File: src/rtl/fetch_prefetch_queue_if.sv
// Handshake bundle between the fetch stage, instruction memory, redirect source and decode.
// The slave modport is the fetch stage; the master modport is everything around it.
interface fetch_prefetch_queue_if #(
    parameter int ADDR_W  = 32,
    parameter int INSTR_W = 16,
    parameter int DEPTH   = 4
);
    localparam int CNT_W = $clog2(DEPTH + 1);

    logic               imem_req;
    logic [ADDR_W-1:0]  imem_addr;
    logic [INSTR_W-1:0] imem_rdata;
    logic               redir_valid;
    logic [ADDR_W-1:0]  redir_pc;
    logic               out_valid;
    logic               out_ready;
    logic [INSTR_W-1:0] out_instr;
    logic [ADDR_W-1:0]  out_pc;
    logic [ADDR_W-1:0]  out_pc_next;
    logic [CNT_W-1:0]   occupancy;

    modport slave (
        output imem_req, imem_addr,
        input  imem_rdata,
        input  redir_valid, redir_pc,
        output out_valid, out_instr, out_pc, out_pc_next, occupancy,
        input  out_ready
    );

    modport master (
        input  imem_req, imem_addr,
        output imem_rdata,
        output redir_valid, redir_pc,
        input  out_valid, out_instr, out_pc, out_pc_next, occupancy,
        output out_ready
    );
endinterface

File: src/rtl/fetch_prefetch_queue.sv
// Fetch stage with a DEPTH-entry prefetch queue; runs ahead of decode, flushes on redirect.
// Memory responses arrive one cycle after the request and land at the queue tail.
module fetch_prefetch_queue #(
    parameter int                ADDR_W   = 32,
    parameter int                INSTR_W  = 16,
    parameter int                DEPTH    = 4,
    parameter logic [ADDR_W-1:0] RESET_PC = '0,
    parameter int                PC_INC   = 1
) (
    input logic                  clk_i,
    input logic                  rst_n_i,
    fetch_prefetch_queue_if.slave bus
);
    localparam int                CNT_W    = $clog2(DEPTH + 1);
    localparam int                PTR_W    = $clog2(DEPTH);
    localparam logic [CNT_W:0]    DEPTH_C  = (CNT_W + 1)'(DEPTH);
    localparam logic [PTR_W-1:0]  PTR_LAST = PTR_W'(DEPTH - 1);
    localparam logic [ADDR_W-1:0] INC_C    = ADDR_W'(PC_INC);

    logic [ADDR_W-1:0]  fetch_pc_q, fetch_pc_d;
    logic [ADDR_W-1:0]  req_pc_q,   req_pc_d;
    logic               inflight_q, inflight_d;
    logic [PTR_W-1:0]   head_q,     head_d;
    logic [PTR_W-1:0]   tail_q,     tail_d;
    logic [CNT_W-1:0]   count_q,    count_d;

    logic [INSTR_W-1:0] instr_mem_q [DEPTH];
    logic [ADDR_W-1:0]  pc_mem_q    [DEPTH];

    logic [CNT_W:0]     credit;
    logic               req;
    logic               push;
    logic               pop;
    logic               not_empty;

    function automatic logic [PTR_W-1:0] ptr_next(input logic [PTR_W-1:0] p);
        return (p == PTR_LAST) ? '0 : p + PTR_W'(1);
    endfunction

    // Credit counts the response still in flight but takes nothing back for a same-cycle pop,
    // so a write can never land on a full queue. Requests are held off while in reset.
    always_comb begin
        not_empty  = (count_q != '0);
        credit     = {1'b0, count_q} + {{CNT_W{1'b0}}, inflight_q};
        req        = rst_n_i && !bus.redir_valid && (credit < DEPTH_C);
        push       = inflight_q && !bus.redir_valid;
        pop        = not_empty && bus.out_ready;

        fetch_pc_d = fetch_pc_q;
        req_pc_d   = req_pc_q;
        inflight_d = req;
        head_d     = head_q;
        tail_d     = tail_q;
        count_d    = count_q;

        if (req) begin
            fetch_pc_d = fetch_pc_q + INC_C;
            req_pc_d   = fetch_pc_q;
        end

        if (bus.redir_valid) begin
            fetch_pc_d = bus.redir_pc;
            head_d     = '0;
            tail_d     = '0;
            count_d    = '0;
        end else begin
            if (push) tail_d = ptr_next(tail_q);
            if (pop)  head_d = ptr_next(head_q);
            if (push && !pop)      count_d = count_q + CNT_W'(1);
            else if (pop && !push) count_d = count_q - CNT_W'(1);
        end
    end

    always_ff @(posedge clk_i or negedge rst_n_i) begin
        if (!rst_n_i) begin
            fetch_pc_q <= RESET_PC;
            req_pc_q   <= RESET_PC;
            inflight_q <= 1'b0;
            head_q     <= '0;
            tail_q     <= '0;
            count_q    <= '0;
        end else begin
            fetch_pc_q <= fetch_pc_d;
            req_pc_q   <= req_pc_d;
            inflight_q <= inflight_d;
            head_q     <= head_d;
            tail_q     <= tail_d;
            count_q    <= count_d;
        end
    end

    // Payload storage needs no reset: count_q alone decides what is visible.
    always_ff @(posedge clk_i) begin
        if (push) begin
            instr_mem_q[tail_q] <= bus.imem_rdata;
            pc_mem_q[tail_q]    <= req_pc_q;
        end
    end

    assign bus.imem_req    = req;
    assign bus.imem_addr   = fetch_pc_q;
    assign bus.out_valid   = not_empty;
    assign bus.out_instr   = instr_mem_q[head_q];
    assign bus.out_pc      = pc_mem_q[head_q];
    assign bus.out_pc_next = pc_mem_q[head_q] + INC_C;
    assign bus.occupancy   = count_q;
endmodule

File: src/flat_wrapper.sv
// flat-port wrapper written by rule: the top's interface ports become plain ports
module fetch_prefetch_queue_flat 
#(
    parameter int                ADDR_W   = 32,
    parameter int                INSTR_W  = 16,
    parameter int                DEPTH    = 4,
    parameter logic [ADDR_W-1:0] RESET_PC = '0,
    parameter int                PC_INC   = 1
)
  (clk_i, rst_n_i, bus_imem_req, bus_imem_addr, bus_imem_rdata, bus_redir_valid, bus_redir_pc, bus_out_valid, bus_out_instr, bus_out_pc, bus_out_pc_next, bus_occupancy, bus_out_ready);
  fetch_prefetch_queue_if #(.ADDR_W(ADDR_W), .INSTR_W(INSTR_W), .DEPTH(DEPTH)) bus_i ();
  input logic clk_i;
  input logic rst_n_i;
  output wire logic [$bits(bus_i.imem_req)-1:0] bus_imem_req;
  output wire logic [$bits(bus_i.imem_addr)-1:0] bus_imem_addr;
  input wire logic [$bits(bus_i.imem_rdata)-1:0] bus_imem_rdata;
  input wire logic [$bits(bus_i.redir_valid)-1:0] bus_redir_valid;
  input wire logic [$bits(bus_i.redir_pc)-1:0] bus_redir_pc;
  output wire logic [$bits(bus_i.out_valid)-1:0] bus_out_valid;
  output wire logic [$bits(bus_i.out_instr)-1:0] bus_out_instr;
  output wire logic [$bits(bus_i.out_pc)-1:0] bus_out_pc;
  output wire logic [$bits(bus_i.out_pc_next)-1:0] bus_out_pc_next;
  output wire logic [$bits(bus_i.occupancy)-1:0] bus_occupancy;
  input wire logic [$bits(bus_i.out_ready)-1:0] bus_out_ready;
  assign bus_imem_req = bus_i.imem_req;
  assign bus_imem_addr = bus_i.imem_addr;
  assign bus_i.imem_rdata = bus_imem_rdata;
  assign bus_i.redir_valid = bus_redir_valid;
  assign bus_i.redir_pc = bus_redir_pc;
  assign bus_out_valid = bus_i.out_valid;
  assign bus_out_instr = bus_i.out_instr;
  assign bus_out_pc = bus_i.out_pc;
  assign bus_out_pc_next = bus_i.out_pc_next;
  assign bus_occupancy = bus_i.occupancy;
  assign bus_i.out_ready = bus_out_ready;
  fetch_prefetch_queue #(.ADDR_W(ADDR_W), .INSTR_W(INSTR_W), .DEPTH(DEPTH), .RESET_PC(RESET_PC), .PC_INC(PC_INC)) u_core (.clk_i(clk_i), .rst_n_i(rst_n_i), .bus(bus_i));
endmodule
File: config.mk
export PLATFORM = sky130hd
export DESIGN_NAME = fetch_prefetch_queue_flat
export DESIGN_NICKNAME = d
export VERILOG_FILES = /design/src/rtl/fetch_prefetch_queue_if.sv /design/src/rtl/fetch_prefetch_queue.sv /design/src/flat_wrapper.sv
export SDC_FILE = /design/constraint.sdc
export NUM_CORES = 1
export LEC_CHECK = 0
export ABC_AREA = 1
export ABC_CLOCK_PERIOD_IN_PS = 3900
export BUFFER_PORTS_ARGS = -buffer_cell sky130_fd_sc_hd__clkbuf_2
export CAP_MARGIN = 20
export CORE_UTILIZATION = 58
export DETAILED_ROUTE_END_ITERATION = 12
export HOLD_SLACK_MARGIN = 0.1
export PLACE_DENSITY = 0.8
export RECOVER_POWER = 100
export SYNTH_ARGS = -nofsm -noshare
export SYNTH_HDL_FRONTEND = slang
export SYNTH_SLANG_ARGS = --single-unit
File: constraint.sdc
create_clock -name clk_i -period 3.9 [get_ports clk_i]
set_input_delay 1.17 -clock clk_i [delete_from_list [all_inputs] [get_ports clk_i]]
set_output_delay 1.17 -clock clk_i [all_outputs]
set_load 0.005 [all_outputs]
**Word level (Yosys, flattened, before mapping)**

Memory sizes are Yosys's and may differ from the RTL's.
Index checks and enable logic that the tools add are counted.

- Logic and storage cells: 45
- Memories: 2
- Bits in latches: 0
- Output and inout bits: 117
- Bits of input ports: 52
- Bits in read-only memories: 0
- Memory bits (writable): 192
- Flip-flop bits (word level): 72

- Add/subtract/negate cells: 7
- Bitwise operators: 0
- Magnitude comparators: 1
- Multipliers: 0
- Equal/unequal tests: 2
- Divide/modulo/power cells: 0
- Reductions and logical operators: 14
- Shift-type cells: 0
- Mux-type cells: 13

Memories:

| name | words | width | read ports | clocked after memory_dff | write ports | line | source |
|---|---|---|---|---|---|---|---|
| u_core.pc_mem_q | 4 | 32 | 1 | 0 | 1 | fetch_prefetch_queue.sv:28 | `logic [ADDR_W-1:0] pc_mem_q [DEPTH];` |
| u_core.instr_mem_q | 4 | 16 | 1 | 0 | 1 | fetch_prefetch_queue.sv:27 | `logic [INSTR_W-1:0] instr_mem_q [DEPTH];` |

Operators by type and width:

| kind | count |
|---|---|
| $add 32x1->32 const B | 2 |
| $mux 32 | 2 |
| $mux 2 | 6 |
| $mux 3 | 3 |
| $logic_and 1x1->1 | 6 |
| $reduce_bool 2->1 | 3 |
| $reduce_bool 3->1 | 2 |
| $add 2x1->2 const B | 2 |
| $add 3x1->4 | 1 |
| $eq 2x2->1 const B | 2 |
| $lt 4x3->1 const B | 1 |
| $add 3x1->3 const B | 1 |
| $logic_not 1->1 | 3 |
| $sub 3x1->3 const B | 1 |
| $mux 1 | 2 |

**Depth between registers and ports, before layout**

- Depth after elaboration: 7
- Mapped depth: 16

**Least setup slack after synthesis**

Ideal clock, no wire load.

- Path kind: in2reg
- Start: input bus_redir_valid
- End: memory u_core.instr_mem_q[0][0], enable pin
- Stages: 4
- Library setup time: 0.454 ns
- Path buffers: 1
- Arrival: 3.671 ns
- Slack: -0.224 ns
- Cells stage by stage: buf_2 -> nor2_1 -> inv_1 -> nor2_1

- Cells in the longest elaborated chain, start to end: 4

RTL lines:

| what | line | source |
|---|---|---|
| start: declaration | flat_wrapper.sv:17 | `input wire logic [$bits(bus_i.redir_valid)-1:0] bus_redir_valid;` |
| $logic_not 1->1 | fetch_prefetch_queue.sv:46 | `push = inflight_q && !bus.redir_valid;` |
| $logic_and 1x1->1 | fetch_prefetch_queue.sv:46 |  |
| $mux 1 | fetch_prefetch_queue.sv:94 | `if (push) begin` |
| $mux 1 (implied by the code) | fetch_prefetch_queue.sv:95 | `instr_mem_q[tail_q] <= bus.imem_rdata;` |
| end: declaration | fetch_prefetch_queue.sv:27 |  |

No other way between the ends.

**Final worst setup path**

- Start: register u_core.head_q[1]
- End: output bus_out_pc_next[17]

- Cells in the longest elaborated chain, start to end: 2

RTL lines:

| what | line | source |
|---|---|---|
| start: declaration | fetch_prefetch_queue.sv:23 | `logic [PTR_W-1:0] head_q, head_d;` |
| start signal: assignment | fetch_prefetch_queue.sv:79 | `head_q <= '0;` |
| start signal: assignment | fetch_prefetch_queue.sv:86 | `head_q <= head_d;` |
| $mem_v2 4x32 | - |  |
| $add 32x1->32 | fetch_prefetch_queue.sv:105 | `assign bus.out_pc_next = pc_mem_q[head_q] + INC_C;` |
| end: declaration | flat_wrapper.sv:22 | `output wire logic [$bits(bus_i.out_pc_next)-1:0] bus_out_pc_next;` |

No other way between the ends.

==> impl_results.md <==
* Status: finished, violations left
* Failing checks: capacitance limit, slew limit
* Tmin final at 3.77 ns
* Top post-synthesis cells by area: edfxtp_1 45%, dfrtp_1 14%, nand2_1 14%
* Sequential cell area fraction in the yosys report at around three fifths
* Die area at about 23,000 sq um
* Crit path kind: reg -> out
* RSZ-0062 raised after global routing: yes
* I/O pin cnt at around 170
* Gpl congestion at between 1 and 1.5
* TritonCTS clock tree: yes
* Number of cell rows at 54
* Cell variety after synth at 37
* Worst vdd ir at ~0.32 mV
* Maximum clock path buffer count at 3
* Initial antenna violation count at 0
* Vias/cell at ~5.6
* # setup viols final at 0
* Critical path's slowest cell: dfrtp_2
* Met3 Usage GRT at between 3 and 4%
* Critical Path Sink Type: primary output
* Family with the most delay on the worst path: simple AND/OR/NAND/NOR gates
* Initial DRC Count at around 860
* Largest net degree at the start of global routing at 90
* Residual DRC at 0
* Pre-CTS setup slack at roughly 0.37 ns
* Clk Tree Root Cell: clkbuf_16
* Critical path peak fanout at 28
* Proportion of layout cells with a drive suffix above 1 at roughly 17%
* Hold WC Path Type: reg -> reg
* Crit path depth at 11
* Area Growth Syn to Fin at 16.2%
* R2R depth at 8
* Synth Register Bits at 264
* CORE AREA at ~22,000 sq um
* Post-Syn Area per Cell at ~9.1 sq um
* Die Span X at between 150 and 200 um
* Final Hold Fails at 0
* Slew @ Worst Pin at approximately 1.8 ns
* WP data required at about 2.7 ns
* Via count at 10.5k
* WP data arrival at 2.60 ns
* CP bufs+invs at 4
* Latest clock arrival within the worst-skew pair at ~0.52 ns
* Pwr per Cell Area at 622 nW/um^2
* GR Util met2 at 45.2%
* Inserted Clock Buffers at 25
* Worst setup SP type: flip-flop
* Initial Util at just under 60%
* Setup tns final at 0 ns
* Total Routing Usage GR at 28.1%
* Number of global-route vias before repair at about 9.5k
* DP Wirelength at 22.1 mm
* Final WS setup at 0.128 ns
* Synth area leader: edfxtp_1
* First-pass GRT wire length at about 50 mm
* Initial DRT Pass Iterations at 5
* Met1 Use GR at between 30% and 40%
* PortBufs at between 150 and 200
* Post-synth top area share at between 40 and 50%
* Asr flop ratio synth at ~27%
* Top FF cell, synth: edfxtp_1
* Drt wl/cell at ~17 um
* Static leakage at 0.00647 uW
* Number of synthesized flops with an enable pin at ~190
* Drt total wl at 32.3 mm
* Most used cell, CP: nand2_1
* GRT Max-Usage Layer: met2
* Final Cycle Share at between 90% and 100%
* N_diodes at 0
* Cell Area, Synth at roughly 13,000 sq um
* Hold path depth at 0
* Cells after synthesis at roughly 1.4k
* Routed Antenna Nets at 0
* Synth Warn # at 0
* Slowest Stage Delay on Critical Path at 0.43 ns
* Clk_skew at between 0.01 and 0.015 ns
* Max-slew violations at 32
* Hold Buf Count CTS at 0
* Syn Nets at around 1.5k
* Max cap viols at 1
* Clock Pin Slew Worst Setup and Hold Paths at about 0.06 ns
* Fmax at around 0.27 GHz
* Global route overflow at 0
* H-tree depth at 1
* Die height at ~150 um
* Final-stage net count at between 1.5k and 2k
* Clock sinks at 264
* Worst path cell trace: inv_2 > buf_8 > nand2_1 > nand2_2 > nand2_1 > nor2_2 > nand2_1 > inv_1 > nand4_1 > nand2_1 > clkbuf_2
* Relative slew slack at -17.4%
report_power, final:
group          switching, uW  total, uW  internal (uW)  leakage (uW)
clock network            982       2300           1320      0.000380
registers                411       3940           3530       0.00263
logic                   1950       3050           1100       0.00346
state kept, by name, summed over array words and instances (netlist names):
signal	count
u_core.bus.occupancy	3
u_core.bus.imem_addr	32
u_core.inflight_q	1
u_core.tail_q	2
u_core.instr_mem_q	64
u_core.req_pc_q	32
u_core.head_q	2
u_core.pc_mem_q	128
final timing paths:
path                                    startpoint                  endpoint  slack (ns)
hold reg to reg                u_core.req_pc_q[29]    u_core.pc_mem_q[1][29]        0.52
hold / removal                 u_core.req_pc_q[29]    u_core.pc_mem_q[1][29]        0.52
setup / recovery                  u_core.head_q[1]       bus_out_pc_next[17]        0.13
setup reg to reg           u_core.bus.occupancy[2]  u_core.bus.imem_addr[22]        0.91
min in group asynchronous                  rst_n_i   u_core.bus.imem_addr[7]        1.44
max in group asynchronous                  rst_n_i          u_core.head_q[0]        0.54
stage by stage:
stage          utilization (%)  area (sq um)  power, uW  hold slack, ns  cells
2_1_floorplan                -         12900       5630           0.476   1409
3_3_place_gp              64.5         14000       6720           0.497   1828
3_5_place_dp              64.5         14000       6800           0.503   1828
4_1_cts                   68.3         14800       9120           0.508   1874
5_1_grt                   68.6         14900       9790           0.521   1884
6_report                  68.6         14900       9280           0.515   1884
logic make-up after synthesis:
kind of cell,after synthesis,synth area share (%)
XOR/XNOR,36,2.45
AO/OA/AOI/OAI,132,6.00
buffers and inverters,174,5.72
adder cells (fa/ha/maj),8,0.837
AND/OR/NAND/NOR,795,26.1
flip-flops,264,58.9
cell usage in the layout (no fill, tap or decap), types with 17 or more instances in the layout:
cell / count
dfrtp_1: 70
o21ai_0: 84
nand2_2: 39
o22ai_1: 17
inv_1: 116
edfxtp_1: 192
clkbuf_16: 28
nand3_1: 105
clkbuf_1: 41
clkbuf_2: 148
xor2_1: 33
nor2_1: 126
nand2_1: 473
final cells by class:
class / count / area [sq um]
well taps: 280 / 350
repair buffers: 203 / 1160
clock buffers: 38 / 704
fillers: 1681 / 6830
flip-flops and latches: 264 / 7570
clock inverters: 8 / 75.1
multi-input cells: 971 / 4610
inverters: 120 / 458
routing by layer:
| layer | vias up | wire length (um) |
|---|---|---|
| met1 | 4906 | 13400 |
| met4 | 0 | 908 |
| met3 | 67 | 2700 |
| met2 | 536 | 15300 |
| li1 | 4989 | - |
| met5 | - | 0 |
synth_stat cells, types with 2 or more instances:
cell and count:
nand2_1 479, edfxtp_1 192, nor2_1 133, inv_1 117
nand3_1 105, o21ai_0 84, dfrtp_1 72, nand2_2 33
xor2_1 33, clkbuf_1 22, buf_2 20, o22ai_1 17
nand4_1 16, o21bai_1 10, nor2_2 8, nor2_4 8
nor3_1 8, ha_1 7, o211ai_1 7, o221ai_1 7
buf_6 5, buf_1 4, inv_2 3, xnor2_1 3
a22o_1 2, buf_4 2, nand2_4 2
timing repair:
action / in CTS / in global routing
setup endpoints to repair: 18 / 22
pin swaps: 0 / 2
gates resized for setup: 11 / 20
setup buffers: 0 / 7
cloned: 0 / 3
No activity file was read; power rests on OpenSTA's default activity.
